<file path="src/rtl/ex_stage_pkg.sv">
// Shared definitions for the MIPS execute stage: bus widths, ALU op bit
// positions, SPECIAL function codes, divider states and the ID/EX layout.
package ex_stage_pkg;

  localparam int ID_TO_EX_WD  = 160;
  localparam int EX_TO_MEM_WD = 76;
  localparam int EX_TO_RF_WD  = 38;
  localparam int DIV_CYCLES   = 32;

  // StallBus indices (1 = stop)
  localparam int STALL_ID = 2;
  localparam int STALL_EX = 3;

  // alu_op bit positions, MSB first: {add, sub, slt, sltu, and, nor, or, xor, sll, srl, sra, lui}
  localparam int OP_ADD  = 11;
  localparam int OP_SUB  = 10;
  localparam int OP_SLT  = 9;
  localparam int OP_SLTU = 8;
  localparam int OP_AND  = 7;
  localparam int OP_NOR  = 6;
  localparam int OP_OR   = 5;
  localparam int OP_XOR  = 4;
  localparam int OP_SLL  = 3;
  localparam int OP_SRL  = 2;
  localparam int OP_SRA  = 1;
  localparam int OP_LUI  = 0;

  // SPECIAL (opcode 0) function codes touching HI/LO
  localparam logic [5:0] FN_MFHI  = 6'h10;
  localparam logic [5:0] FN_MTHI  = 6'h11;
  localparam logic [5:0] FN_MFLO  = 6'h12;
  localparam logic [5:0] FN_MTLO  = 6'h13;
  localparam logic [5:0] FN_MULT  = 6'h18;
  localparam logic [5:0] FN_MULTU = 6'h19;
  localparam logic [5:0] FN_DIV   = 6'h1A;
  localparam logic [5:0] FN_DIVU  = 6'h1B;

  typedef enum logic [1:0] {
    DIV_IDLE = 2'd0,
    DIV_BUSY = 2'd1,
    DIV_DONE = 2'd2
  } div_state_e;

  // ID/EX register layout, MSB to LSB, matching id_to_ex_bus
  typedef struct packed {
    logic        reserved;
    logic [31:0] pc;
    logic [31:0] inst;
    logic [11:0] alu_op;
    logic [2:0]  sel_src1;
    logic [3:0]  sel_src2;
    logic        ram_en;
    logic [3:0]  ram_wen;
    logic        rf_we;
    logic [4:0]  rf_waddr;
    logic        sel_rf_res;
    logic [31:0] rdata1;
    logic [31:0] rdata2;
  } id_ex_t;

  // Two's-complement negate when n is set
  function automatic logic [31:0] neg_if(input logic n, input logic [31:0] v);
    return n ? (~v + 32'd1) : v;
  endfunction

endpackage

</file>
<file path="src/rtl/ex_stage_div_iter.sv">
// Iterative restoring divider, one quotient bit per cycle.
// IDLE -> BUSY on start (operand setup), BUSY for DIV_CYCLES cycles, DONE for
// one cycle with quotient/remainder valid, then back to IDLE.
module ex_stage_div_iter
  import ex_stage_pkg::*;
#(
  parameter int DIV_CYCLES = 32
) (
  input  logic        clk,
  input  logic        rst,
  input  logic        start,
  input  logic        is_signed,
  input  logic [31:0] dividend,
  input  logic [31:0] divisor,
  output logic        idle,
  output logic        busy,
  output logic        done,
  output logic [31:0] quotient,
  output logic [31:0] remainder
);

  localparam int CNT_W = $clog2(DIV_CYCLES);

  div_state_e       state;
  logic [CNT_W-1:0] count;
  logic [31:0]      quo;
  logic [31:0]      rem;
  logic [31:0]      divs;
  logic [31:0]      raw_dividend;
  logic             q_neg;
  logic             r_neg;
  logic             div_zero;

  logic [32:0]      shifted;
  logic [32:0]      trial;

  // One restoring step: shift in the next dividend bit, subtract if it fits
  assign shifted = {rem, quo[31]};
  assign trial   = shifted - {1'b0, divs};

  // Divider FSM and datapath registers
  always_ff @(posedge clk or negedge rst) begin
    if (!rst) begin
      // NOTE: the operand registers are reset too; they are few and a
      // known state keeps quotient/remainder deterministic after reset.
      state        <= DIV_IDLE;
      count        <= '0;
      quo          <= '0;
      rem          <= '0;
      divs         <= '0;
      raw_dividend <= '0;
      q_neg        <= 1'b0;
      r_neg        <= 1'b0;
      div_zero     <= 1'b0;
    end else begin
      // NOTE: state registers use non-blocking assignment so every register
      // samples pre-edge values regardless of statement order.
      unique case (state)
        DIV_IDLE: begin
          if (start) begin
            quo          <= neg_if(is_signed & dividend[31], dividend);
            divs         <= neg_if(is_signed & divisor[31], divisor);
            raw_dividend <= dividend;
            q_neg        <= is_signed & (dividend[31] ^ divisor[31]);
            r_neg        <= is_signed & dividend[31];
            div_zero     <= (divisor == 32'd0);
            rem          <= '0;
            count        <= '0;
            state        <= DIV_BUSY;
          end
        end
        DIV_BUSY: begin
          if (!trial[32]) begin
            rem <= trial[31:0];
            quo <= {quo[30:0], 1'b1};
          end else begin
            rem <= shifted[31:0];
            quo <= {quo[30:0], 1'b0};
          end
          count <= count + CNT_W'(1);
          if (count == CNT_W'(DIV_CYCLES - 1)) state <= DIV_DONE;
        end
        DIV_DONE: state <= DIV_IDLE;
        default:  state <= DIV_IDLE;
      endcase
    end
  end

  assign idle = (state == DIV_IDLE);
  assign busy = (state == DIV_BUSY);
  assign done = (state == DIV_DONE);

  // Sign correction; divide by zero yields all-ones quotient, raw dividend remainder
  assign quotient  = div_zero ? 32'hFFFF_FFFF : neg_if(q_neg, quo);
  assign remainder = div_zero ? raw_dividend  : neg_if(r_neg, rem);

endmodule

</file>
<file path="src/rtl/ex_stage.sv">
// Execute stage of the 5-stage MIPS pipeline: ID/EX register, ALU, data-SRAM
// request, EX forwarding bus, HI/LO registers and an iterative divider.
// Optional macro EX_MULT_EN enables single-cycle mult/multu into {HI,LO};
// without it mult/multu are NOPs.
module ex_stage
  import ex_stage_pkg::*;
#(
  parameter int DIV_CYCLES = ex_stage_pkg::DIV_CYCLES
) (
  input  logic                    clk,
  input  logic                    rst,
  input  logic [5:0]              stall,
  input  logic [ID_TO_EX_WD-1:0]  id_to_ex_bus,
  output logic [EX_TO_MEM_WD-1:0] ex_to_mem_bus,
  output logic [EX_TO_RF_WD-1:0]  ex_to_rf_bus,
  output logic                    ex_is_load,
  output logic                    data_sram_en,
  output logic [3:0]              data_sram_wen,
  output logic [31:0]             data_sram_addr,
  output logic [31:0]             data_sram_wdata,
  output logic                    stallreq_for_ex
);

  id_ex_t      id_ex;
  logic [31:0] hi;
  logic [31:0] lo;

  // ID/EX pipeline register: bubble when ID stops but EX moves, load when ID moves
  always_ff @(posedge clk or negedge rst) begin
    if (!rst) begin
      id_ex <= '0;
    end else if (stall[STALL_ID] && !stall[STALL_EX]) begin
      id_ex <= '0;
    end else if (!stall[STALL_ID]) begin
      id_ex <= id_ex_t'(id_to_ex_bus);
    end
  end

  // HI/LO instruction decode
  logic [5:0] funct;
  logic       special;
  logic       is_div, is_divu, is_mfhi, is_mflo, is_mthi, is_mtlo, is_mult, is_multu;
  logic       div_present;

  assign funct       = id_ex.inst[5:0];
  assign special     = (id_ex.inst[31:26] == 6'd0);
  assign is_div      = special && (funct == FN_DIV);
  assign is_divu     = special && (funct == FN_DIVU);
  assign is_mfhi     = special && (funct == FN_MFHI);
  assign is_mflo     = special && (funct == FN_MFLO);
  assign is_mthi     = special && (funct == FN_MTHI);
  assign is_mtlo     = special && (funct == FN_MTLO);
  assign is_mult     = special && (funct == FN_MULT);
  assign is_multu    = special && (funct == FN_MULTU);
  assign div_present = is_div | is_divu;

  // One-hot operand select
  logic [31:0] imm_sext;
  logic [31:0] imm_zext;
  logic [31:0] src1;
  logic [31:0] src2;

  assign imm_sext = {{16{id_ex.inst[15]}}, id_ex.inst[15:0]};
  assign imm_zext = {16'd0, id_ex.inst[15:0]};

  assign src1 = ({32{id_ex.sel_src1[0]}} & id_ex.rdata1)
              | ({32{id_ex.sel_src1[1]}} & id_ex.pc)
              | ({32{id_ex.sel_src1[2]}} & {27'd0, id_ex.inst[10:6]});

  assign src2 = ({32{id_ex.sel_src2[0]}} & id_ex.rdata2)
              | ({32{id_ex.sel_src2[1]}} & imm_sext)
              | ({32{id_ex.sel_src2[2]}} & 32'd8)
              | ({32{id_ex.sel_src2[3]}} & imm_zext);

  // ALU: OR of the one-hot selected operation results
  logic [4:0]  shamt;
  logic [31:0] alu_result;

  assign shamt = src1[4:0];

  always_comb begin
    // NOTE: default first so every path assigns alu_result and no latch is inferred.
    alu_result = 32'd0;
    if (id_ex.alu_op[OP_ADD])  alu_result = alu_result | (src1 + src2);
    if (id_ex.alu_op[OP_SUB])  alu_result = alu_result | (src1 - src2);
    if (id_ex.alu_op[OP_SLT])  alu_result = alu_result | {31'd0, $signed(src1) < $signed(src2)};
    if (id_ex.alu_op[OP_SLTU]) alu_result = alu_result | {31'd0, src1 < src2};
    if (id_ex.alu_op[OP_AND])  alu_result = alu_result | (src1 & src2);
    if (id_ex.alu_op[OP_NOR])  alu_result = alu_result | ~(src1 | src2);
    if (id_ex.alu_op[OP_OR])   alu_result = alu_result | (src1 | src2);
    if (id_ex.alu_op[OP_XOR])  alu_result = alu_result | (src1 ^ src2);
    if (id_ex.alu_op[OP_SLL])  alu_result = alu_result | (src2 << shamt);
    if (id_ex.alu_op[OP_SRL])  alu_result = alu_result | (src2 >> shamt);
    if (id_ex.alu_op[OP_SRA])  alu_result = alu_result | 32'($signed(src2) >>> shamt);
    if (id_ex.alu_op[OP_LUI])  alu_result = alu_result | (src2 << 16);
  end

  // Writeback fields: mfhi/mflo override, HI/LO writers never touch the RF
  logic        rf_we;
  logic [4:0]  rf_waddr;
  logic [31:0] result;

  always_comb begin
    rf_we    = id_ex.rf_we;
    rf_waddr = id_ex.rf_waddr;
    result   = alu_result;
    if (is_mfhi || is_mflo) begin
      rf_we    = 1'b1;
      rf_waddr = id_ex.inst[15:11];
      result   = is_mfhi ? hi : lo;
    end
    if (div_present || is_mult || is_multu || is_mthi || is_mtlo) begin
      rf_we = 1'b0;
    end
  end

  // Divider
  logic        div_idle;
  logic        div_busy;
  logic        div_done;
  logic [31:0] div_quotient;
  logic [31:0] div_remainder;

  ex_stage_div_iter #(
    .DIV_CYCLES (DIV_CYCLES)
  ) u_div_iter (
    .clk       (clk),
    .rst       (rst),
    .start     (div_present),
    .is_signed (is_div),
    .dividend  (id_ex.rdata1),
    .divisor   (id_ex.rdata2),
    .idle      (div_idle),
    .busy      (div_busy),
    .done      (div_done),
    .quotient  (div_quotient),
    .remainder (div_remainder)
  );

  // Held in the setup cycle and every iteration; released in DONE so the
  // pipe advances on the same edge that writes HI/LO.
  assign stallreq_for_ex = (div_idle & div_present) | div_busy;

`ifdef EX_MULT_EN
  logic [63:0] product;
  assign product = is_mult ? 64'($signed(id_ex.rdata1) * $signed(id_ex.rdata2))
                           : ({32'd0, id_ex.rdata1} * {32'd0, id_ex.rdata2});
`endif

  // HI/LO: divider result at DONE, move-to/multiply on a non-held edge
  always_ff @(posedge clk or negedge rst) begin
    if (!rst) begin
      hi <= '0;
      lo <= '0;
    end else if (div_done) begin
      hi <= div_remainder;
      lo <= div_quotient;
    end else if (!stall[STALL_EX]) begin
      if (is_mthi) hi <= id_ex.rdata1;
      if (is_mtlo) lo <= id_ex.rdata1;
`ifdef EX_MULT_EN
      if (is_mult || is_multu) begin
        hi <= product[63:32];
        lo <= product[31:0];
      end
`endif
    end
  end

  // Memory request and forward/downstream buses
  assign data_sram_en    = id_ex.ram_en;
  assign data_sram_wen   = (id_ex.ram_wen != 4'd0) ? 4'b1111 : 4'b0000;
  assign data_sram_addr  = alu_result;
  assign data_sram_wdata = id_ex.rdata2;
  assign ex_is_load      = id_ex.sel_rf_res;

  assign ex_to_mem_bus = {id_ex.pc, id_ex.ram_en, id_ex.ram_wen, id_ex.sel_rf_res,
                          rf_we, rf_waddr, result};
  assign ex_to_rf_bus  = {rf_we, rf_waddr, result};

  // Fields carried on the bus but not consumed in EX
  logic unused_bits;
  assign unused_bits = ^{id_ex.reserved, id_ex.inst[25:16], stall[5:4], stall[1:0]};

endmodule

</file>
<file path="config.mk">
export PLATFORM = sky130hd
export DESIGN_NAME = ex_stage
export DESIGN_NICKNAME = d
export VERILOG_FILES = /design/src/rtl/ex_stage_pkg.sv /design/src/rtl/ex_stage_div_iter.sv /design/src/rtl/ex_stage.sv
export SDC_FILE = /design/constraint.sdc
export NUM_CORES = 2
export LEC_CHECK = 0
export CAP_MARGIN = 15
export CORE_ASPECT_RATIO = 0.5
export CORE_UTILIZATION = 55
export DETAILED_ROUTE_END_ITERATION = 16
export PLACE_DENSITY = 0.79
export SYNTH_ARGS = -nofsm -noshare
export SYNTH_HDL_FRONTEND = slang
export SYNTH_HIERARCHICAL = 1
export SYNTH_SLANG_ARGS = --single-unit
</file>
<file path="constraint.sdc">
create_clock -name clk -period 14.3 [get_ports clk]
set_input_delay 2.145 -clock clk [delete_from_list [all_inputs] [get_ports clk]]
set_output_delay 2.145 -clock clk [all_outputs]
set_load 0.01 [all_outputs]
</file>
---- Word-level counts from Yosys, hierarchy flattened ----
Index checks and enable logic that the tools add are counted.
word-level totals
  word-level logic and storage cells ...... 158
  register bits after elaboration ......... 361
  bits of input ports ..................... 168
  output and inout port bits .............. 185
operators by class
  shift operators ......................... 3
  equal/unequal tests ..................... 15
  magnitude comparators ................... 2
  multiplexer cells ....................... 43
  bitwise logic cells ..................... 37
  reductions and logical operators ........ 27
  $add $sub $neg .......................... 8
operators with widths
  kind                                                 count
  two-way mux 32 bit                                   29
  OR 32 bit                                            14
  two-way mux 159 bit                                  2
  bitwise AND 32 bit                                   5
  NOT 32 bit                                           5
  adder 32 x 1 -> 32 bit, second input constant        4
  case mux 32 bit (2 select lines)                     2
  less-than comparator 32 bit                          2
  OR 32 x 1 -> 32 bit                                  2
  equality test 6 x 5 -> 1 bit, second input constant  8
  subtractor 33 x 32 -> 33 bit                         1
  adder 32 bit                                         1
  bitwise AND 32 x 16 -> 32 bit                        1
  bitwise AND 32 x 5 -> 32 bit                         1
  logical NOT 32 bit                                   1
  OR 32 x 4 -> 32 bit                                  1
  << shifter 32 x 5 -> 32 bit                          1
  right shift 32 x 5 -> 32 bit                         1
  >>> shifter 32 x 5 -> 32 bit                         1
  subtractor 32 bit                                    1
  XOR 32 bit                                           1
  two-way mux 5 bit                                    2
  case mux 5 bit (2 select lines)                      1
  AND reduction 2 bit                                  5
  20 further kinds                                     43

---- Logic depth before layout (Yosys ltp) ----
  depth in word-level cells ............... 29
  mapped depth ............................ 18
  gate-level depth less buffers ........... 14

---- By module ----
Netlist, hierarchy kept.
by module, submodules not included
  module             area each (sq um)  seq. area each (sq um)  cells an instance  instances
  ex_stage           20533.4            5330.1                  2702               1
  ex_stage_div_iter  10337.4            3453.3                  1323               1

---- Worst setup path before layout ----
OpenSTA, ideal clock, no wires.
  path type ............................... reg-to-output
  from .................................... register id_ex[32] (netlist bit)
  to ...................................... output ex_to_rf_bus[30]
  cell stages (with the launch flop) ...... 19
  data required time ...................... 12155 ps
  data arrival time ....................... 4201 ps
  slack ................................... 7954 ps
  buffers on the path ..................... 5
  path through ............................ dfrtp_1 > a222oi_1 > buf_4 > buf_4 > buf_2 > buf_2 > ha_1 > inv_1 > fa_1 > nand3_1 > a21oi_1 > o21bai_1 > a21oi_1 > o21ai_1 > o21ai_0 > a221oi_1 > mux2_2 > a31oi_1 > buf_4
on the way
  word-level cells in the longest chain between the ends .. 28
  elaborated cells on any way between the ends .. 32
  those cells by class .................... add/sub (2); shift (3); mux (13); bitwise (14)
ends and longest elaborated chain
  item                      RTL line         text
  start: declaration        ex_stage.sv:24   id_ex_t id_ex;
  start signal: assignment  ex_stage.sv:35   id_ex <= id_ex_t'(id_to_ex_bus);
  bitwise AND 32 bit *      ex_stage.sv:66   assign src1 = ({32{id_ex.sel_src1[0]}} & id_ex.rdata1)
  OR 32 bit *               ex_stage.sv:67   | ({32{id_ex.sel_src1[1]}} & id_ex.pc)
  OR 32 bit *               ex_stage.sv:68   | ({32{id_ex.sel_src1[2]}} & {27'd0, id_ex.inst[10:6]});
  adder 32 bit              ex_stage.sv:84   if (id_ex.alu_op[OP_ADD]) alu_result = alu_result | (src1 + src2);
  two-way mux 32 bit        ex_stage.sv:84
  OR 32 bit                 ex_stage.sv:85   if (id_ex.alu_op[OP_SUB]) alu_result = alu_result | (src1 - src2);
  two-way mux 32 bit        ex_stage.sv:85
  OR 32 x 1 -> 32 bit       ex_stage.sv:86   if (id_ex.alu_op[OP_SLT]) alu_result = alu_result | {31'd0, $signed(src1) < $signed(src2)};
  [12 not listed]           --
  two-way mux 32 bit        ex_stage.sv:92   if (id_ex.alu_op[OP_SLL]) alu_result = alu_result | (src2 << shamt);
  OR 32 bit                 ex_stage.sv:93   if (id_ex.alu_op[OP_SRL]) alu_result = alu_result | (src2 >> shamt);
  two-way mux 32 bit        ex_stage.sv:93
  OR 32 bit                 ex_stage.sv:94   if (id_ex.alu_op[OP_SRA]) alu_result = alu_result | 32'($signed(src2) >>> shamt);
  two-way mux 32 bit *      ex_stage.sv:94
  OR 32 bit                 ex_stage.sv:95   if (id_ex.alu_op[OP_LUI]) alu_result = alu_result | (src2 << 16);
  two-way mux 32 bit *      ex_stage.sv:95
  two-way mux 32 bit *      ex_stage.sv:107  if (is_mfhi || is_mflo) begin
  end: declaration          ex_stage.sv:15   output logic [EX_TO_RF_WD-1:0] ex_to_rf_bus,
Mark *: on every way between the ends. The rest lies on a longest branch, timed or not.

---- Worst setup path in the final report ----
  from .................................... register id_ex[81] (netlist bit)
  to ...................................... output ex_to_mem_bus[0]
on the way
  word-level cells in the longest chain between the ends .. 28
  elaborated cells on any way between the ends .. 38
  those cells by class .................... add/sub (2); order compare (2); shift (3); mux (13); bitwise (18)
ends and longest elaborated chain
  item                  RTL line         text
  bitwise AND 32 bit *  ex_stage.sv:67
  OR 32 bit *           ex_stage.sv:67
  OR 32 bit *           ex_stage.sv:68
  adder 32 bit          ex_stage.sv:84
  two-way mux 32 bit    ex_stage.sv:84
  OR 32 bit             ex_stage.sv:85
  two-way mux 32 bit    ex_stage.sv:85
  OR 32 x 1 -> 32 bit   ex_stage.sv:86
  [12 not listed]       --
  two-way mux 32 bit    ex_stage.sv:92
  OR 32 bit             ex_stage.sv:93
  two-way mux 32 bit    ex_stage.sv:93
  OR 32 bit             ex_stage.sv:94
  two-way mux 32 bit *  ex_stage.sv:94
  OR 32 bit             ex_stage.sv:95
  two-way mux 32 bit *  ex_stage.sv:95
  two-way mux 32 bit *  ex_stage.sv:107
  end: declaration      ex_stage.sv:14   output logic [EX_TO_MEM_WD-1:0] ex_to_mem_bus,
Marked as above.

==> flow_summary.toml <==
[placed_design]
io_buffers = 337
globalplace.congestion = 1.10
place_ws_ns = 6.15
dpl.hpwl_um = 102000
postPlaceCellArea_um2 = 33700

[global_route]
overflow = 0
grt_max_degree = 176
antenna_found_initial = 5
grt_first_pass_wirelength_um = 194000
grt_pass1_vias = 29100
grt_usage_pct = 45.6

[timing]
fin_ws_ns = 4.78
slew-limit-headroom_pct = 0.904
fmax_ghz = 0.105
setup_viol = 0
rsz0062_at_grt = "no"
fin_skew_ns = 0.0178
finalMaxSlewViolations = 0
tightestPinTransition_ns = 1.48
finalCriticalPeriod_ns = 9.52
period_share_pct = 66.6
tns_ns = 0
hold_viol = 0

[clock_tree]
cts_sinks = 351
htreeDepth = 2
holdBufCountCts = 0
cts_buffers = 36
clk_latency_ns = 0.56
postCtsSetupBuffers = 0
cts-root-buf = "clkbuf_16"
clk_path_buf_depth = 3
clkTransAtPathRegs_ns = 0.06
cts_tree = "yes"
ctsResizeCount = 0

[critical_path]
cp.arrival_ns = 7.37
cp-end-kind = "primary output"
worstSetupPathType = "flop to primary output"
cp_cell_sequence = "buf_4, a222oi_1, buf_4, ha_1, inv_1, fa_1, nand3_1, a21oi_1, o21bai_1, a21oi_1, o21ai_1, o31ai_1, o311ai_1, nor2_1, a21oi_1, clkdlybuf4s50_1"
critPathMaxStageDelay_ns = 1.21
slowest_stage = "o311ai_1"
crit_required_ns = 12.15
cp_max_fo = 46
worstSetupStartpointType = "flop"
path_common_cell = "a21oi_1"

[logic_synthesis]
synth_edf_count = 0
ys.flop_type = "dfrtp_1"
synthCells = 4025
ys_warn_count = 6
syn_area_um2 = 30900
avgSynthCellArea_um2 = 7.67
yosysUniqueCellTypes = 86
syn_nets = 4340
synthArstFlopShare_pct = 100
ys_seq_elements = 351
ys_seq_area_share_pct = 28.5

[power_and_ir_drop]
powerDensity_nw_per_um2 = 140
leakage_nw = 15.4
vdd_drop_max_mv = 0.347
power_mw = 4.92

[die]
io_pins = 353
die_h_um = 170
chipWidth_um = 337
die-area_um2 = 57100
start_util_pct = 56.6
rows = 60
core_area_um2 = 54600

[cells_and_area]
final_area_um2 = 35100
drive_above_1_share_pct = 4.72
nets = 4398
syn2layout_area_growth_pct = 13.6

[routing]
post-route-drc-count = 0
wl_per_cell_um = 27.5
vias = 32300
drt-initial-drc-count = 4848
ant_nets = 0
wl_um = 134000
via_per_inst = 6.65
first_pass_iters = 7

[outcome]
run_status = "complete, but fails checks"
violations = "max-capacitance violations"

[hold_path]
hp-class = "flop to flop"

[job]
cap_viol_max_count = 1
-- routing by layer --
layer	wire length [um]	up-vias	GRT usage, %
met3	19900	283	16.5
met2	53600	2143	63.3
met5	71	-	0
met4	4890	4	14.9
li1	-	14200	-
met1	55200	15600	64.8
-- layout by cell type (no fill, tap or decap), types with 16 or more instances in the layout --
cell             Yosys  layout
nor2b_1             43      41
nor3_1              71      69
a22oi_1             60      60
o21bai_1            21      21
a21o_1              25      25
nand4_1             24      24
o21ai_0            495     495
a31oi_1             32      32
a211oi_1            31      31
a221oi_1            28      28
clkdlybuf4s50_1      0     334
o41ai_1             20      20
o211ai_1            41      41
nand2b_1            21      21
mux2_2              34      34
ha_1               144     144
clkbuf_16            0      37
nand2_1            543     539
xor2_1              93      93
nor4_1              18      18
buf_4              116      55
and3_1              18      18
or3_1               18      18
o22ai_1             16      16
a21oi_1            203     203
xnor2_1             76      76
o21a_1              29      29
mux2i_1            212     212
nor2_1             173     172
dfrtp_1            351     350
nand3_1            219     219
inv_1              304     304
o31ai_1             37      37
a22o_1              40      40
-- cells in the mapped netlist, drive strengths merged (16+ instances only) --
master	number	share of area, %
buf	174	3.7
nand2	543	6.6
a21oi	206	3.4
o211ai	41	1.0
ha	144	5.8
nand4	24	0.49
a211oi	31	0.75
a22o	41	1.2
clkbuf	199	2.4
mux2i	213	6.9
o21a	29	0.71
nor2b	43	0.87
a221oi	28	0.79
a21o	25	0.61
mux2	34	1.2
a31oi	32	0.65
xnor2	76	2.2
o31ai	39	1.0
and3	18	0.36
a22oi	61	1.5
dfrtp	351	28
xor2	93	2.6
nor3	71	1.2
o22ai	16	0.32
or3	19	0.40
nand3	219	3.6
inv	307	3.7
nor2	173	2.1
o41ai	20	0.57
nand2b	21	0.43
or4	16	0.41
o21bai	21	0.51
o21ai	504	8.2
nor4	18	0.36
-- metrics by stage --
step                      hold slack [ns]  instances  util [%]
after CTS                           0.480       4848      64.2
after floorplan                     0.442       4025         -
after global placement              0.458       4786      61.8
final                               0.477       4855      64.3
after global routing                0.487       4853      64.3
after detailed placement            0.463       4786      61.8
-- layout make-up --
| class | instances | area (um2) |
|---|---|---|
| Timing Repair Buffer | 393 | 3800 |
| Inverter | 314 | 1180 |
| Antenna cell | 4 | 10.0 |
| Sequential cell | 351 | 8780 |
| Multi-Input combinational cell | 2987 | 19100 |
| Tap cell | 744 | 931 |
| Clock inverter | 12 | 268 |
| Clock buffer | 50 | 1040 |
| Fill cell | 4745 | 19500 |
-- critical path: cells and delay by family (launching register included) --
family | cells | cell delay (ns)
AOI/OAI and AO/OA | 8 | 3.74
buffers and inverters | 4 | 1.48
adders and majority gates | 2 | 0.76
and+or+nand+nor | 2 | 0.41
DFF | 1 | 0.35
-- sequential cells by signal, indices dropped and copies added, names as in the netlist, 5 cells and up --
register                 count
hi                          32
ex_to_mem_bus               36
data_sram_wdata             32
u_div_iter/raw_dividend     32
u_div_iter/divs             32
id_ex                       73
funct                        6
u_div_iter/count             5
lo                          32
u_div_iter/quo              32
u_div_iter/rem              32
-- power breakdown --
part	internal, mW	total, mW	switching, mW	leakage (nW)
logic	1.01	2.55	1.54	10.4
registers	1.09	1.29	0.196	4.34
clock network	0.642	1.08	0.436	0.640
total	2.75	4.92	2.18	15.4
-- cell families after synthesis --
family	synth area share, %
AND/OR/NAND/NOR	17.7
XOR/XNOR	4.79
multiplexers	8.19
adder cells (fa/ha/maj)	6.03
flip-flops	28.5
buffers and inverters	9.95
AO/OA/AOI/OAI	24.9
-- final timing paths --
path | from | depth (start not counted) | end | slack (ns)
worst max register to register | id_ex[122]$_DFFE_PN0P_ | 8 | u_div_iter/quo[0]$_DFFE_PN0P_ | 9.98
min in group asynchronous | rst | 1 | u_div_iter/rem[4]$_DFFE_PN0P_ | 1.68
max in group asynchronous | rst | 2 | id_ex[89]$_DFFE_PN0P_ | 10.93
worst max-delay path | id_ex[81]$_DFFE_PN0P_ | 16 | ex_to_mem_bus[0] | 4.78
worst min register to register | u_div_iter/raw_dividend[28]$_DFFE_PN0P_ | 2 | u_div_iter/raw_dividend[28]$_DFFE_PN0P_ | 0.48
worst min-delay path | u_div_iter/raw_dividend[28]$_DFFE_PN0P_ | 2 | u_div_iter/raw_dividend[28]$_DFFE_PN0P_ | 0.48
(Power assumes the default switching activity.)
